`src/rtl/mux_pkg.sv`:
```
// Shared constants and types for the 32:1 bit-slice multiplexer family.
package mux_pkg;
    localparam int MUX_SEL_W = 5;
    localparam int MUX_N_IN  = 32;

    typedef logic [MUX_N_IN-1:0] mux_in_t;
endpackage

```
`src/rtl/mux2_1.sv`:
```
// Gate-level 2:1 mux cell: y = (a & ~s) | (b & s).
module mux2_1 (
    input  logic a,
    input  logic b,
    input  logic s,
    output logic y
);
    logic s_n_s;
    logic a_term_s;
    logic b_term_s;

    not g_inv (s_n_s, s);
    and g_and_a (a_term_s, a, s_n_s);
    and g_and_b (b_term_s, b, s);
    or  g_or (y, a_term_s, b_term_s);
endmodule

```
`src/rtl/mux32to1_sel.sv`:
```
// 1-bit 32:1 mux built as a five-level balanced tree of mux2_1 cells,
// with an enable-gated registered copy of the result.
module mux32to1_sel
    import mux_pkg::*;
#(
    parameter int N_SEL = MUX_SEL_W
) (
    input  logic             clk,
    input  logic             reset,
    input  logic [N_SEL-1:0] sel,
    input  mux_in_t          in,
    input  logic             en,
    output logic             out,
    output logic             out_q
);
    logic [15:0] lvl0_s;
    logic [7:0]  lvl1_s;
    logic [3:0]  lvl2_s;
    logic [1:0]  lvl3_s;
    logic        out_d;

    // Level 0 pairs adjacent inputs on the select LSB.
    for (genvar k = 0; k < 16; k++) begin : g_lvl0
        mux2_1 u_mux (.a(in[2*k]), .b(in[2*k+1]), .s(sel[0]), .y(lvl0_s[k]));
    end

    for (genvar k = 0; k < 8; k++) begin : g_lvl1
        mux2_1 u_mux (.a(lvl0_s[2*k]), .b(lvl0_s[2*k+1]), .s(sel[1]), .y(lvl1_s[k]));
    end

    for (genvar k = 0; k < 4; k++) begin : g_lvl2
        mux2_1 u_mux (.a(lvl1_s[2*k]), .b(lvl1_s[2*k+1]), .s(sel[2]), .y(lvl2_s[k]));
    end

    for (genvar k = 0; k < 2; k++) begin : g_lvl3
        mux2_1 u_mux (.a(lvl2_s[2*k]), .b(lvl2_s[2*k+1]), .s(sel[3]), .y(lvl3_s[k]));
    end

    mux2_1 u_lvl4 (.a(lvl3_s[0]), .b(lvl3_s[1]), .s(sel[4]), .y(out));

    // Next registered value: load the tree output when enabled, else hold.
    always_comb begin
        out_d = out_q;
        if (en) begin
            out_d = out;
        end else begin
            out_d = out_q;
        end
    end

    // Registered copy for pipelined read paths.
    always_ff @(posedge clk or posedge reset) begin
        if (reset) begin
            out_q <= 1'b0;
        end else begin
            out_q <= out_d;
        end
    end
endmodule

```
`config.mk`:
```
export PLATFORM = sky130hd
export DESIGN_NAME = mux32to1_sel
export DESIGN_NICKNAME = d
export VERILOG_FILES = /design/src/rtl/mux_pkg.sv /design/src/rtl/mux2_1.sv /design/src/rtl/mux32to1_sel.sv
export SDC_FILE = /design/constraint.sdc
export NUM_CORES = 1
export LEC_CHECK = 0
export ABC_AREA = 1
export CAP_MARGIN = 15
export CORE_AREA = 8 8 50 52
export CTS_CLUSTER_DIAMETER = 30
export CTS_CLUSTER_SIZE = 12
export DETAILED_ROUTE_END_ITERATION = 8
export DIE_AREA = 0 0 58 60
export PLACE_DENSITY = 0.7
export SLEW_MARGIN = 20
export SYNTH_ARGS = -nofsm -noshare
export SYNTH_HDL_FRONTEND = slang
export SYNTH_SLANG_ARGS = --single-unit
```
`constraint.sdc`:
```
create_clock -name clk -period 0.9 [get_ports clk]
set_input_delay 0.09 -clock clk [delete_from_list [all_inputs] [get_ports clk]]
set_output_delay 0.09 -clock clk [all_outputs]
set_load 0.02 [all_outputs]
```
==> Yosys cells after proc, flatten, opt, wreduce, memory -nomap -nowiden <==
Index checks and enable logic that the tools add are counted.
{ "classes": {"n_bitwise": 98} }
{ "op_table": {"columns": ["operator", "count"], "rows": [
  ["bitwise AND 1 bit", 62],
  ["bitwise OR 1 bit", 31],
  ["NOT 1 bit", 5]
]} }
{ "word_totals": {"regBits": 1, "elab_cells": 99} }

==> Logic depth before layout (Yosys ltp) <==
{ "logic_depth": {"depth_word": 11, "depth_mapped": 11} }

==> By module <==
From an unflattened synthesis, not the netlist that was laid out.
{ "hier_totals": {"hier_cells": 130, "area_unflattened_um2": 509.2} }
{ "modules_own_cells": {"columns": ["module", "instances", "cells_each", "area_each_um2", "seq_area_each_um2"], "rows": [
  ["mux2_1", 31, 4, 15.0, 0.0],
  ["mux32to1_sel", 1, 6, 43.8, 25.0]
]} }

==> Least setup slack after synthesis <==
No wires, ideal clock.
{ "synth_timing": {"kind": "input port to output port", "start": "in sel[0]", "end": "out out", "arrival_ns": 0.956, "path_slack_ns": -0.146, "path_stages": 10, "path_buffers": 2, "cell_sequence": "buf_6 > inv_4 > buf_6 > nand2_1 > nand3_1 > nand3_1 > nand2_1 > nand2_1 > nand3_1 > and2_1"} }
{ "synth_via": {"elab_chain_cells": 11, "elab_cells_between_ends": 94, "cone_classes": "94 x bitwise"} }
{ "synth_lines": {"columns": ["item", "line_no", "rtl"], "rows": [
  ["start, declared", "mux32to1_sel.sv:10", "input logic [N_SEL-1:0] sel,"],
  ["NOT 1 bit", "mux2_1.sv:12", "not g_inv (s_n_s, s);"],
  ["bitwise AND 1 bit", "mux2_1.sv:13", "and g_and_a (a_term_s, a, s_n_s);"],
  ["bitwise OR 1 bit", "mux2_1.sv:15", "or g_or (y, a_term_s, b_term_s);"],
  ["bitwise AND 1 bit (on tied branches)", "mux2_1.sv:13, mux2_1.sv:14", null],
  ["bitwise OR 1 bit", "mux2_1.sv:15", null],
  ["bitwise AND 1 bit (on tied branches)", "mux2_1.sv:13, mux2_1.sv:14", null],
  ["bitwise OR 1 bit", "mux2_1.sv:15", null],
  ["bitwise AND 1 bit (on tied branches)", "mux2_1.sv:13, mux2_1.sv:14", null],
  ["bitwise OR 1 bit", "mux2_1.sv:15", null],
  ["bitwise AND 1 bit (on tied branches)", "mux2_1.sv:13, mux2_1.sv:14", null],
  ["bitwise OR 1 bit (*)", "mux2_1.sv:15", null],
  ["end, declared", "mux32to1_sel.sv:13", "output logic out,"]
]} }
Mark *: on every way between the ends. The rest lies on a longest branch, timed or not.

==> Worst setup path after layout <==
Same ends and word-level chain as after synthesis.

==> flow_summary.toml <==
[critical_path]
cp-start-kind = "primary input"
r2r_slack_ps = 310
cp.required_ps = 810
critPathKind = "in2out"
rr_startpoint = "out_q"
critPathArrivalTime_ps = 1090
rr_endpoint = "out_q"
end_kind = "primary output"
critPathMaxFanout = 8
crit_end = "out"
crit_start = "sel[0]"
ff2ff_path_depth = 2

[place]
dpl-instance-area_um2 = 838.3
place.gp.congestion = 0.7502
hpwl_mm = 1.494
io_buffers = 41

[clock_network]
cts-hold-fix-buffers = 0
clkSlewWorstSetupHoldPaths_ps = 0
clock_latency_ps = 0

[routing]
via_count = 687
drt_drc_violations_left = 0
wirelength_mm = 2.137
drt_pass1_iterations = 4
drt_iter0_drc = 8
avgViaCountPerCell = 4.771
routedWlPerCell_um = 14.84
ant_nets = 0

[power]
ir_worst_vdd_mv = 0.2656
power_leakage_nw = 0.5387
pwr-share-comb_pct = 89.4
pwr-share-clk_pct = 0
seq_power_share_pct = 10.6
power.share.switching_pct = 42.25
switchingPower_mw = 0.2210
power_density_mw_per_mm2 = 506.8
intPower_mw = 0.3021

[timing]
grt_setup_unrepaired = "yes"
finalWorstSetupSlack_ps = -283.5
fin_crit_ps = 1184
worst_pin_slew_ps = 221.8
slew-limit-headroom_pct = 85.27
fin_crit_sh_pct = 131.5
clock.fmax_mhz = 844.9
maxSlewViolCount = 0
setup_viol = 2
hold_viol_final = 0
fin_skew_ps = 0
hold-worst-slack_ps = 235.6

[logic_synthesis]
synth_common_cells = "41 x nand2_1, 27 x nand3_1, 5 x inv_1"
synth-seq-cells = 1
yosys.area_share.simple_pct = 77.24
synth_seq_area_share_pct = 6.410
async_reset_ff_share_pct = 100.0
synth_ff_type = "dfrtp_1"
synth_compound_area_share_pct = 0
ys_warn_count = 0
syn_area_um2 = 390.4
synth_area_leader_cell = "nand2_1"
netlist_instances = 82
synth_cell_type_count = 11
synthAdderAreaFrac_pct = 0
syn_nets = 122
synth_top_family_by_area = "simple AND/OR/NAND/NOR gates"
synth_xor_xnor_area_share_pct = 0
synth_area_leaders = "nand2_1 39%, nand3_1 35%, dfrtp_1 6.4%, buf_6 5.8%, inv_1 4.8%"
synth_edf_count = 0
yosysTopAreaCellShare_pct = 39.42
synthMostInstantiatedCell = "nand2_1"
synth_mux_area_share_pct = 0
syn_area_per_cell_um2 = 4.761

[final_layout]
antennaDiodeCount = 0
stdcell_area_mm2 = 0.001032
regMostFlops = "out_q"
largest_reg_flops = 1
fillers = 176
syn2layout_area_growth_pct = 164.4
layout-drive-gt1-share_pct = 41.27
reg.largest.list = "out_q: 1 flops"
nets = 168

[floorplan]
num_rows = 16
die_x_um = 58
die_y_um = 60
initial_utilization_pct = 21.67
die_area_mm2 = 0.003480
coreArea_mm2 = 0.001802
io_pins = 42

[flow_run]
maxCapViolCount = 0

[grt]
grt.total_usage_pct = 11.00
grt_max_degree = 9
antenna_found_initial = 0
grt_pass1_vias = 756
grt_overflow = 0
grt_pass1_wl_mm = 3.194

[run_status]
violations = "negative setup slack"
status = "complete, but fails checks"

[min_path]
min_path_type = "in2async"
[layout make-up]
type	count	area, µm²	share of cell area, %
Timing Repair Buffer	47	480.5	46.55
Multi-Input combinational cell	70	451.7	43.76
Inverter	7	41.29	4.000
Sequential cell	1	25.02	2.424
Tap cell	18	22.52	2.182
Timing Repair inverter	1	11.26	1.091
[worst max-delay path, stage by stage]
cell	delay, ps
buf_12	120
buf_12	140
inv_8	80
nand2_2	60
nand3_2	60
nand3_2	70
nand2_1	80
nand2_1	60
nand3_2	90
and2_4	140
buf_6	110
[per-layer routing]
layer	track usage (%)	share of wire, %	up-vias
li1	-	-	354
met1	13.41	41	306
met2	19.90	51	27
met3	2.796	7.3	0
met4	0	0	0
met5	0	0	-
[metrics by stage]
stage                     power [mW]  setup WS (ps)  util (%)  TNS (ps)  std cells
after floorplan               0.2259         -85.27         -    -126.2         82
after global placement        0.4468          -1116     46.53     -1907        141
after detailed placement      0.4533          -1130     46.53     -1973        141
after CTS                     0.4896         -255.7     53.82    -507.6        144
after global routing          0.5600         -363.8     57.29    -723.4        144
final                         0.5231         -283.5     57.29    -548.1        144
[worst min path at each step]
stage,cells after the start,slack (ps),startpoint,end
floorplan,1,-180,reset,out_q
global placement,2,230,reset,out_q
detailed placement,2,240,reset,out_q
CTS,2,240,reset,out_q
global route,2,250,reset,out_q
finish,2,240,reset,out_q
[power groups by stage]
stage / logic [mW] / clock network (mW) / registers [mW]
6_report: 0.468 / 0 / 0.0554
5_1_grt: 0.503 / 0 / 0.0568
4_1_cts: 0.434 / 0 / 0.0557
3_5_place_dp: 0.397 / 0 / 0.0559
3_3_place_gp: 0.392 / 0 / 0.0549
2_1_floorplan: 0.163 / 0 / 0.0630
[cells by family after synthesis]
group	Yosys count
buf+inv	11
flops	1
simple gates	70
[repair_timing]
| item | CTS | global route |
|---|---|---|
| setup endpoints to repair | 3 | 2 |
| buffers inserted | 0 | 0 |
| pin swaps | 51 | 14 |
| gates cloned | 3 | 0 |
| gates resized for setup | 84 | 16 |
[cells in the final DEF, fill, tap and decap left out]
master,netlist,routed
inv_8,0,1
inv_1,5,5
buf_12,0,2
nand3_2,0,20
inv_4,1,1
and2_4,0,1
buf_2,1,1
nand2_1,41,24
inv_12,0,1
buf_4,1,1
buf_6,2,3
nand2_4,0,1
clkdlybuf4s15_2,0,1
nand3_1,27,7
dfrtp_1,1,1
dlygate4sd2_1,0,34
buf_16,0,2
nand2_2,1,17
clkdlybuf4s50_1,0,3
(Power assumes the default switching activity.)
